$ cat src/rtl/spi_ctrl_pkg.sv
// Shared types and default timing constants for the SPI transfer controller.
package spi_ctrl_pkg;

  typedef enum logic [2:0] {
    StIdle,
    StSetup,
    StLoad,
    StXfer,
    StHold
  } spi_xfer_state_t;

  localparam int unsigned DefCsSetupCycles = 4;
  localparam int unsigned DefCsHoldCycles  = 4;
  localparam int unsigned DefTimeoutCycles = 1024;

endpackage

$ cat src/rtl/spi_xfer_ctrl_if.sv
// Request, tx/rx byte streams, byte-engine and status signals of spi_xfer_ctrl.
interface spi_xfer_ctrl_if #(
  parameter int unsigned LenWidth = 8
) ();

  logic                req_valid_i;
  logic                req_ready_o;
  logic [LenWidth-1:0] req_len_i;
  logic                tx_valid_i;
  logic                tx_ready_o;
  logic [7:0]          tx_data_i;
  logic                rx_valid_o;
  logic [7:0]          rx_data_o;
  logic                spi_start_o;
  logic [7:0]          spi_byte_o;
  logic [7:0]          spi_byte_i;
  logic                spi_next_i;
  logic                cs_no;
  logic                busy_o;
  logic                done_o;
  logic                error_o;

  modport slave (
    input  req_valid_i, req_len_i, tx_valid_i, tx_data_i, spi_byte_i, spi_next_i,
    output req_ready_o, tx_ready_o, rx_valid_o, rx_data_o, spi_start_o, spi_byte_o,
           cs_no, busy_o, done_o, error_o
  );

  modport master (
    output req_valid_i, req_len_i, tx_valid_i, tx_data_i, spi_byte_i, spi_next_i,
    input  req_ready_o, tx_ready_o, rx_valid_o, rx_data_o, spi_start_o, spi_byte_o,
           cs_no, busy_o, done_o, error_o
  );

endinterface

$ cat src/rtl/spi_cs_timer.sv
// Loadable down-counter with zero flag; times both CS setup and CS hold.
module spi_cs_timer #(
  parameter int unsigned Width = 2
) (
  input  logic             clk_i,
  input  logic             rst_ni,
  input  logic             load,
  input  logic [Width-1:0] load_val,
  input  logic             dec,
  output logic             zero
);

  logic [Width-1:0] cnt_q, cnt_d;

  always_comb begin
    cnt_d = cnt_q;
    if (load) begin
      cnt_d = load_val;
    end else if (dec && (cnt_q != '0)) begin
      cnt_d = cnt_q - 1'b1;
    end
  end

  always_ff @(posedge clk_i or negedge rst_ni) begin
    if (!rst_ni) begin
      cnt_q <= '0;
    end else begin
      cnt_q <= cnt_d;
    end
  end

  assign zero = (cnt_q == '0);

endmodule

$ cat src/rtl/spi_xfer_ctrl.sv
// SPI transaction sequencer: CS setup, per-byte handoff to a byte engine, CS hold.
// Optional per-byte watchdog enabled by defining SPI_XFER_CTRL_TIMEOUT_EN.
module spi_xfer_ctrl
  import spi_ctrl_pkg::*;
#(
  parameter int unsigned CsSetupCycles = DefCsSetupCycles,
  parameter int unsigned CsHoldCycles  = DefCsHoldCycles,
  parameter int unsigned LenWidth      = 8,
  parameter int unsigned TimeoutCycles = DefTimeoutCycles
) (
  input logic             clk_i,
  input logic             rst_ni,
  spi_xfer_ctrl_if.slave  bus
);

  localparam int unsigned TimerMax   = (CsSetupCycles > CsHoldCycles) ? CsSetupCycles
                                                                      : CsHoldCycles;
  localparam int unsigned TimerWidth = (TimerMax > 1) ? $clog2(TimerMax) : 1;
  // The timer is loaded with N-1 so the state lasts N cycles (minimum one).
  localparam logic [TimerWidth-1:0] SetupLoad =
      (CsSetupCycles > 0) ? TimerWidth'(CsSetupCycles - 1) : '0;
  localparam logic [TimerWidth-1:0] HoldLoad =
      (CsHoldCycles > 0) ? TimerWidth'(CsHoldCycles - 1) : '0;

  spi_xfer_state_t     state_q, state_d;
  logic [LenWidth-1:0] rem_q, rem_d;
  logic                cs_n_q, cs_n_d;
  logic                start_q, start_d;
  logic [7:0]          byte_q, byte_d;
  logic                rx_valid_q, rx_valid_d;
  logic [7:0]          rx_data_q, rx_data_d;
  logic                done_q, done_d;
  logic                error_q, error_d;
  logic                next_q;
  logic                next_rise;
  logic                tmr_load, tmr_dec, tmr_zero;
  logic [TimerWidth-1:0] tmr_val;
  logic                wd_expired;

  assign next_rise = bus.spi_next_i & ~next_q;

  spi_cs_timer #(
    .Width (TimerWidth)
  ) u_cs_timer (
    .clk_i    (clk_i),
    .rst_ni   (rst_ni),
    .load     (tmr_load),
    .load_val (tmr_val),
    .dec      (tmr_dec),
    .zero     (tmr_zero)
  );

`ifdef SPI_XFER_CTRL_TIMEOUT_EN
  localparam int unsigned WdWidth = $clog2(TimeoutCycles + 1);
  logic [WdWidth-1:0] wd_q, wd_d;

  assign wd_expired = (state_q == StXfer) && (wd_q == WdWidth'(TimeoutCycles - 1));

  always_comb begin
    wd_d = wd_q;
    if (state_q == StLoad) begin
      wd_d = '0;
    end else if ((state_q == StXfer) && !wd_expired) begin
      wd_d = wd_q + 1'b1;
    end
  end

  always_ff @(posedge clk_i or negedge rst_ni) begin
    if (!rst_ni) begin
      wd_q <= '0;
    end else begin
      wd_q <= wd_d;
    end
  end
`else
  assign wd_expired = 1'b0;
`endif

  always_comb begin
    state_d    = state_q;
    rem_d      = rem_q;
    cs_n_d     = cs_n_q;
    start_d    = start_q;
    byte_d     = byte_q;
    rx_valid_d = 1'b0;
    rx_data_d  = rx_data_q;
    done_d     = 1'b0;
    error_d    = 1'b0;
    tmr_load   = 1'b0;
    tmr_val    = SetupLoad;
    tmr_dec    = 1'b0;
    unique case (state_q)
      StIdle: begin
        if (bus.req_valid_i) begin
          rem_d    = bus.req_len_i;
          cs_n_d   = 1'b0;
          tmr_load = 1'b1;
          tmr_val  = SetupLoad;
          state_d  = StSetup;
        end
      end
      StSetup: begin
        if (tmr_zero) begin
          state_d = StLoad;
        end else begin
          tmr_dec = 1'b1;
        end
      end
      StLoad: begin
        if (bus.tx_valid_i) begin
          byte_d  = bus.tx_data_i;
          start_d = 1'b1;
          state_d = StXfer;
        end
      end
      StXfer: begin
        if (next_rise) begin
          start_d    = 1'b0;
          rx_valid_d = 1'b1;
          rx_data_d  = bus.spi_byte_i;
          if (rem_q == '0) begin
            tmr_load = 1'b1;
            tmr_val  = HoldLoad;
            state_d  = StHold;
          end else begin
            rem_d   = rem_q - 1'b1;
            state_d = StLoad;
          end
        end else if (wd_expired) begin
          start_d  = 1'b0;
          error_d  = 1'b1;
          tmr_load = 1'b1;
          tmr_val  = HoldLoad;
          state_d  = StHold;
        end
      end
      StHold: begin
        if (tmr_zero) begin
          cs_n_d  = 1'b1;
          done_d  = 1'b1;
          state_d = StIdle;
        end else begin
          tmr_dec = 1'b1;
        end
      end
      default: state_d = StIdle;
    endcase
  end

  always_ff @(posedge clk_i or negedge rst_ni) begin
    if (!rst_ni) begin
      state_q    <= StIdle;
      rem_q      <= '0;
      cs_n_q     <= 1'b1;
      start_q    <= 1'b0;
      byte_q     <= 8'h00;
      rx_valid_q <= 1'b0;
      rx_data_q  <= 8'h00;
      done_q     <= 1'b0;
      error_q    <= 1'b0;
      next_q     <= 1'b0;
    end else begin
      state_q    <= state_d;
      rem_q      <= rem_d;
      cs_n_q     <= cs_n_d;
      start_q    <= start_d;
      byte_q     <= byte_d;
      rx_valid_q <= rx_valid_d;
      rx_data_q  <= rx_data_d;
      done_q     <= done_d;
      error_q    <= error_d;
      next_q     <= bus.spi_next_i;
    end
  end

  assign bus.req_ready_o = (state_q == StIdle);
  assign bus.tx_ready_o  = (state_q == StLoad);
  assign bus.busy_o      = (state_q != StIdle);
  // Start drops combinationally in the completion cycle so the engine never sees a re-issue.
  assign bus.spi_start_o = start_q & ~next_rise;
  assign bus.spi_byte_o  = byte_q;
  assign bus.rx_valid_o  = rx_valid_q;
  assign bus.rx_data_o   = rx_data_q;
  assign bus.cs_no       = cs_n_q;
  assign bus.done_o      = done_q;
  assign bus.error_o     = error_q;

endmodule

$ cat src/flat_wrapper.sv
// flat-port wrapper written by rule: the top's interface ports become plain ports
module spi_xfer_ctrl_flat import spi_ctrl_pkg::*;
#(
  parameter int unsigned CsSetupCycles = DefCsSetupCycles,
  parameter int unsigned CsHoldCycles  = DefCsHoldCycles,
  parameter int unsigned LenWidth      = 8,
  parameter int unsigned TimeoutCycles = DefTimeoutCycles
)
  (clk_i, rst_ni, bus_req_valid_i, bus_req_len_i, bus_tx_valid_i, bus_tx_data_i, bus_spi_byte_i, bus_spi_next_i, bus_req_ready_o, bus_tx_ready_o, bus_rx_valid_o, bus_rx_data_o, bus_spi_start_o, bus_spi_byte_o, bus_cs_no, bus_busy_o, bus_done_o, bus_error_o);
  spi_xfer_ctrl_if #(.LenWidth(LenWidth)) bus_i ();
  input logic clk_i;
  input logic rst_ni;
  input wire logic [$bits(bus_i.req_valid_i)-1:0] bus_req_valid_i;
  input wire logic [$bits(bus_i.req_len_i)-1:0] bus_req_len_i;
  input wire logic [$bits(bus_i.tx_valid_i)-1:0] bus_tx_valid_i;
  input wire logic [$bits(bus_i.tx_data_i)-1:0] bus_tx_data_i;
  input wire logic [$bits(bus_i.spi_byte_i)-1:0] bus_spi_byte_i;
  input wire logic [$bits(bus_i.spi_next_i)-1:0] bus_spi_next_i;
  output wire logic [$bits(bus_i.req_ready_o)-1:0] bus_req_ready_o;
  output wire logic [$bits(bus_i.tx_ready_o)-1:0] bus_tx_ready_o;
  output wire logic [$bits(bus_i.rx_valid_o)-1:0] bus_rx_valid_o;
  output wire logic [$bits(bus_i.rx_data_o)-1:0] bus_rx_data_o;
  output wire logic [$bits(bus_i.spi_start_o)-1:0] bus_spi_start_o;
  output wire logic [$bits(bus_i.spi_byte_o)-1:0] bus_spi_byte_o;
  output wire logic [$bits(bus_i.cs_no)-1:0] bus_cs_no;
  output wire logic [$bits(bus_i.busy_o)-1:0] bus_busy_o;
  output wire logic [$bits(bus_i.done_o)-1:0] bus_done_o;
  output wire logic [$bits(bus_i.error_o)-1:0] bus_error_o;
  assign bus_i.req_valid_i = bus_req_valid_i;
  assign bus_i.req_len_i = bus_req_len_i;
  assign bus_i.tx_valid_i = bus_tx_valid_i;
  assign bus_i.tx_data_i = bus_tx_data_i;
  assign bus_i.spi_byte_i = bus_spi_byte_i;
  assign bus_i.spi_next_i = bus_spi_next_i;
  assign bus_req_ready_o = bus_i.req_ready_o;
  assign bus_tx_ready_o = bus_i.tx_ready_o;
  assign bus_rx_valid_o = bus_i.rx_valid_o;
  assign bus_rx_data_o = bus_i.rx_data_o;
  assign bus_spi_start_o = bus_i.spi_start_o;
  assign bus_spi_byte_o = bus_i.spi_byte_o;
  assign bus_cs_no = bus_i.cs_no;
  assign bus_busy_o = bus_i.busy_o;
  assign bus_done_o = bus_i.done_o;
  assign bus_error_o = bus_i.error_o;
  spi_xfer_ctrl #(.CsSetupCycles(CsSetupCycles), .CsHoldCycles(CsHoldCycles), .LenWidth(LenWidth), .TimeoutCycles(TimeoutCycles)) u_core (.clk_i(clk_i), .rst_ni(rst_ni), .bus(bus_i));
endmodule
$ cat config.mk
export PLATFORM = sky130hd
export DESIGN_NAME = spi_xfer_ctrl_flat
export DESIGN_NICKNAME = d
export VERILOG_FILES = /design/src/rtl/spi_ctrl_pkg.sv /design/src/rtl/spi_xfer_ctrl_if.sv /design/src/rtl/spi_cs_timer.sv /design/src/rtl/spi_xfer_ctrl.sv /design/src/flat_wrapper.sv
export SDC_FILE = /design/constraint.sdc
export NUM_CORES = 1
export LEC_CHECK = 0
export CORE_MARGIN = 2
export CORE_UTILIZATION = 46
export DETAILED_ROUTE_END_ITERATION = 12
export PLACE_DENSITY = 0.79
export SKIP_CTS_REPAIR_TIMING = 1
export SYNTH_ARGS = -nofsm -noshare
export SYNTH_HDL_FRONTEND = slang
export SYNTH_HIERARCHICAL = 1
export SYNTH_SLANG_ARGS = --single-unit
$ cat constraint.sdc
create_clock -name clk_i -period 2.62 [get_ports clk_i]
set_clock_uncertainty 0.05 [all_clocks]
set_input_delay 0.393 -clock clk_i [delete_from_list [all_inputs] [get_ports clk_i]]
set_output_delay 0.393 -clock clk_i [all_outputs]
set_load 0.005 [all_outputs]
# After elaboration in Yosys (flattened, before gate mapping)
# Cells that the tools add are included.
[totals] regBits=34 word_cells=72
[op_classes] add_sub_neg=2 n_reduce_logical=17 bitwise=4 eq_ne=10 muxes=29
[ops] op="2-to-1 mux 8 bit" count=3
[ops] op="2-to-1 mux 3 bit" count=6
[ops] op="case mux 8 bit (2 select lines)" count=1
[ops] op="case mux 3 bit (5 select lines)" count=1
[ops] op="2-to-1 mux 1 bit" count=13
[ops] op="nonzero test 2 bit" count=5
[ops] op="zero test 8 bit" count=1
[ops] op="subtractor 8 x 1 -> 8 bit (second input constant)" count=1
[ops] op="== test 3 x 2 -> 1 bit (second input constant)" count=2
[ops] op="!= test 2 x 1 -> 1 bit (second input constant)" count=3
[ops] op="!= test 2 bit (second input constant)" count=3
[ops] op="case mux 1 bit (2 select lines)" count=3
[ops] op="AND reduction 3 bit" count=2
[ops] op="AND reduction 5 bit" count=1
[ops] op="2-to-1 mux 2 bit" count=2
[ops] op="AND reduction 2 bit" count=2
[ops] op="AND reduction 4 bit" count=1
[ops] op="== test 3 x 1 -> 1 bit (second input constant)" count=1
[ops] op="== test 3 bit (second input constant)" count=1
[ops] op="zero test 3 bit" count=1
[ops] op="nonzero test 3 bit" count=1
[ops] op="AND 1 bit" count=2
[ops] op="zero test 2 bit" count=1
[ops] op="NOT 1 bit" count=2
[ops] op="other kinds (3)" count=3

# Depth between registers and ports, before layout
[logic_depth] word_depth=6 depth_mapped=7 mapped_depth_nobuf=7

# Modules after synthesis
# Netlist, hierarchy kept.
[by_module_without_submodules] module="spi_xfer_ctrl" cells_per_inst=157 seq_area_each_um2=802.0 instances=1 area_per_inst_um2=1569.0
[by_module_without_submodules] module="spi_cs_timer" cells_per_inst=13 seq_area_each_um2=50.0 instances=1 area_per_inst_um2=132.6

# Worst setup path after synthesis
# No wires, ideal clock.
[synth_path] kind="register to register" startpoint="register u_core.rem_q[0]" endpoint="register u_core.u_cs_timer.cnt_q[1]" setup_ns=0.154 path_stages_with_launch=8 synth_period_minus_slack_ns=2.325 arrival_time_ns=2.121 path_slack_ns=0.295 path_cell_list="dfrtp_1 inv_1 ha_1 or3b_4 or4b_4 o21ai_0 or4b_1 o311ai_0"
[synth_between] elab_chain_cells=5 elab_cells_between_ends=6 cone_classes="mux: 4; reduce/logical: 2"
[synth_lines] item="from (decl)" line_no="spi_xfer_ctrl.sv:26" source="logic [LenWidth-1:0] rem_q, rem_d;"
[synth_lines] item="from (signal assigned)" line_no="spi_xfer_ctrl.sv:164" source="rem_q <= rem_d;"
[synth_lines] item="zero test 8 bit *" line_no="spi_xfer_ctrl.sv:121" source="if (rem_q == '0) begin"
[synth_lines] item="2-to-1 mux 1 bit *" line_no="spi_xfer_ctrl.sv:121"
[synth_lines] item="2-to-1 mux 1 bit *" line_no="spi_xfer_ctrl.sv:117" source="if (next_rise) begin"
[synth_lines] item="case mux 1 bit (2 select lines) *" line_no="spi_xfer_ctrl.sv:92" source="unique case (state_q)"
[synth_lines] item="via u_core.tmr_load" line_no="spi_xfer_ctrl.sv:36" source="logic tmr_load, tmr_dec, tmr_zero;"
[synth_lines] item="2-to-1 mux 2 bit / nonzero test 2 bit (equally long branches)"
[synth_lines] item="to (signal assigned)" line_no="spi_cs_timer.sv:28" source="cnt_q <= cnt_d;"
[synth_lines] item="to (decl)" line_no="spi_cs_timer.sv:13" source="logic [Width-1:0] cnt_q, cnt_d;"
# Mark *: on every way through the listed nets, which the timed path passes. The rest lies on a longest branch.
# A chain may end at the register's enable or synchronous reset.

# Worst setup path in the final report
[layout_path] startpoint="register u_core.rem_q[0]" endpoint="register u_core.rem_q[1]"
[layout_between] elab_chain_cells=4 elab_cells_between_ends=7 cone_classes="add/sub: 1; eq/ne: 1; mux: 3; reduce/logical: 2"
[layout_lines] item="subtractor 8 x 1 -> 8 bit" line_no="spi_xfer_ctrl.sv:126" source="rem_d = rem_q - 1'b1;"
[layout_lines] item="2-to-1 mux 8 bit" line_no="spi_xfer_ctrl.sv:121"
[layout_lines] item="2-to-1 mux 8 bit" line_no="spi_xfer_ctrl.sv:117"
[layout_lines] item="case mux 8 bit (2 select lines)" line_no="spi_xfer_ctrl.sv:92"
# Several ways; a longest one is shown, not always the timed one. The select of a mux whose other input is x is not followed.

==> out/summary.txt <==
Hold Path Depth -> 2
Area taken by flip-flops and latches -> 852 µm²
Largest stage delay on the critical path -> 0.55 ns
Hold Vio Cnt, Final -> 0
Detailed placement HPWL -> 2660 µm
Highest routed layer -> met4
Vias in the first global route -> 1406
Fin nets -> 255
Synthesis Warnings -> 6
Die width -> 64.8 µm
CTS tree -> built
Leak -> 1.04 nW
Fin crit share -> 92.2%
Drt total wl -> 3790 µm
Initial Utilization -> 47.2%
Clock tree buffer depth -> 2
Origin of the critical flop-to-flop path -> u_core/rem_q[0]$_DFFE_PN0P_
Worst IR Drop VDD -> 657 µV
Worst-path cell chain -> inv_1 > ha_1 > or3b_4 > or4b_4 > a21oi_4 > mux2_4
Critical path start-end classification -> reg2reg
Number of diodes -> 0
Vias per cell -> 5.31
Worst r2r dst -> u_core/rem_q[1]$_DFFE_PN0P_
Share of layout cells above drive strength 1 -> 14.3%
Multi-input gate area -> 797 µm²
CP max FO -> 6
Placed cells -> 265
RSZ-0062 raised after global routing -> false
Hold_sp -> u_core/bus.rx_data_o[5]$_DFFE_PN0P_
Clock sink count -> 34
Worst-margin pin slew -> 0.516 ns
Latest clock arrival within the worst-skew pair -> 0.28 ns
CTS root buffer -> clkbuf_8
Final RePlAce weighted congestion -> 0.813
Slowest cell on crit path -> or4b_4
Die area -> 4200 µm²
F_max -> 414 MHz
CP startpoint kind -> flop
DRC -> 0
Async SR Flop Fraction -> 100%
Fillers -> 304
First-pass GRT wire length -> 6560 µm
Vias -> 1444
Placed Area -> 2270 µm²
Overall power -> 2.48 mW
Unique masters post-synth -> 47
Area contributors post-synth -> dfrtp_1 49%, nand2_1 7.7%, mux2_2 6.0%
Post-route core utilization -> 65.2%
Core area -> 3610 µm²
Post-Layout Cell Count -> 272
Total GRT Usage -> 20.8%
Hold endpoint -> u_core/bus.rx_data_o[5]$_DFFE_PN0P_
Min Hold Slack -> 0.431 ns
Post-synth EDFFs -> 0
Area Overhead vs Synth -> 38.2%
Setup crit end kind -> flop
Routed wl met2 -> 1800 µm
Status -> completed
Final ANT Viol Nets -> 0
Num rows -> 22
Reg clk slew, reported paths -> 0.07 ns
Synth area leader -> dfrtp_1
Setup TNS -> 0 ns
Setup violations, final -> 0
TritonRoute pass-1 iters -> 4
Pins over their slew limit -> 0
Worst Path Required -> 2.74 ns
Design Area, Final -> 2350 µm²
Syn Area/Cell -> 10.0 µm²
Largest net degree at the start of global routing -> 35
I/O pin count -> 53
CP delay by family, top -> simple AND/OR/NAND/NOR gates
Seq/Total Area, Yosys -> 50.1%
CTS buffer count -> 5
Synthesized flop and latch total -> 34
Metal1 wirelength -> 1670 µm
Worst Path Buf+Inv -> 1
Die Ht -> 64.8 µm
Synth top area share -> 48.5%
Post-synthesis cell count -> 170
# H-tree levels -> 2
R2R Setup Slk -> 0.20 ns
Drt wl/cell -> 13.9 µm
Crit path arrival time -> 2.54 ns
Initial DRC Count -> 113
Met3 routed WL -> 272 µm
Final min period -> 2.42 ns
MaxCap Viol Count -> 0
Prevailing post-synth register cell -> dfrtp_1
Gr ovfl total -> 0
Power per cell area -> 1050 nW/µm²
Pre-CTS setup slack -> 0.0993 ns
Headroom to the max-slew limit -> 65.3%
Hold crit path type -> reg2reg
Synth Cell Area -> 1700 µm²
Initial antenna violation count -> 0
I/O Buffers -> 51
Reg2reg path depth -> 6
Post-route setup slack -> 0.205 ns
## metal layers
| layer | up-vias | track usage (%) |
|---|---|---|
| met5 | - | 0 |
| met4 | 0 | 7.98 |
| met3 | 5 | 7.64 |
| met2 | 44 | 32.7 |
| met1 | 696 | 26.0 |
| li1 | 699 | - |
## cells in the final DEF, fill, tap and decap left out, drive strengths merged, types with 3 or more instances in the layout
master / count
o21ai: 4
conb: 3
o221ai: 5
buf: 4
inv: 6
clkdlybuf4s50: 51
and2: 5
nand3: 3
nor2: 9
dfrtp: 33
a21oi: 5
or4b: 3
nand3b: 3
a22oi: 3
clkbuf: 5
mux2: 10
nand2: 35
## worst register-to-register path, delay by kind of cell, from the launching register on
family	cells	cell delay, ns
AOI/OAI and AO/OA	1	0.26
and+or+nand+nor	2	0.96
DFF	1	0.40
buffers and inverters	1	0.11
muxes	1	0.32
adders and majority gates	1	0.20
## area by class of cell
class	count	share of cell area [%]
Clock buffer	5	2.93
Multi-Input combinational cell	122	33.9
Tap cell	48	2.55
Clock inverter	2	0.426
Timing Repair Buffer	55	23.0
Inverter	6	0.958
Sequential cell	34	36.2
## synth_stat cells (all sizes together), types with 2 or more instances
| cell | count |
|---|---|
| conb | 2 |
| nor3 | 2 |
| nand2 | 35 |
| dfrtp | 33 |
| o21bai | 2 |
| a31oi | 2 |
| nor3b | 2 |
| nor2b | 2 |
| o21ai | 4 |
| clkbuf | 7 |
| nor2 | 9 |
| a21oi | 5 |
| o211ai | 2 |
| or4b | 3 |
| ha | 2 |
| and2 | 5 |
| o221ai | 5 |
| inv | 6 |
| o311ai | 2 |
| and3b | 2 |
| a22oi | 3 |
| nand3b | 3 |
| nand3 | 3 |
| or2 | 2 |
| buf | 2 |
| mux2 | 10 |
## flip-flops by register name, indices dropped and copies added (netlist names)
name and count:
u_core/bus.cs_no 1, u_core/bus.done_o 1, u_core/bus.rx_data_o 8, u_core/bus.rx_valid_o 1, u_core/bus.spi_byte_o 8, u_core/next_q 1, u_core/rem_q 8, u_core/start_q 1
u_core/state_q 3, u_core/u_cs_timer/cnt_q 2
## kinds of logic after synthesis
| logic type | after synthesis | share of synthesized area (%) |
|---|---|---|
| multiplexers | 11 | 7.43 |
| buffers and inverters | 15 | 3.53 |
| XOR/XNOR | 1 | 0.515 |
| other | 2 | 0.441 |
| flip-flops | 34 | 50.1 |
| AND/OR/NAND/NOR | 75 | 22.9 |
| AO/OA/AOI/OAI | 30 | 13.7 |
| adder cells (fa/ha/maj) | 2 | 1.47 |
## worst max-delay path by stage
stage,startpoint,end,cells past startpoint
after global routing,u_core/rem_q[0]$_DFFE_PN0P_,u_core/rem_q[7]$_DFFE_PN0P_,7
after global placement,u_core/rem_q[0]$_DFFE_PN0P_,u_core/u_cs_timer/cnt_q[1]$_DFFE_PN0P_,7
after detailed placement,u_core/rem_q[0]$_DFFE_PN0P_,u_core/u_cs_timer/cnt_q[1]$_DFFE_PN0P_,7
final,u_core/rem_q[0]$_DFFE_PN0P_,u_core/rem_q[1]$_DFFE_PN0P_,6
after CTS,u_core/rem_q[0]$_DFFE_PN0P_,u_core/u_cs_timer/cnt_q[1]$_DFFE_PN0P_,7
after floorplan,u_core/rem_q[0]$_DFFE_PN0P_,u_core/u_cs_timer/cnt_q[1]$_DFFE_PN0P_,7
## power breakdown
group          switching, mW  leakage [nW]  internal [mW]
clock                  0.177        0.0438          0.178
combinational          0.490         0.583          0.677
sequential             0.195         0.408          0.759
Power figures use the tool's default switching activity.
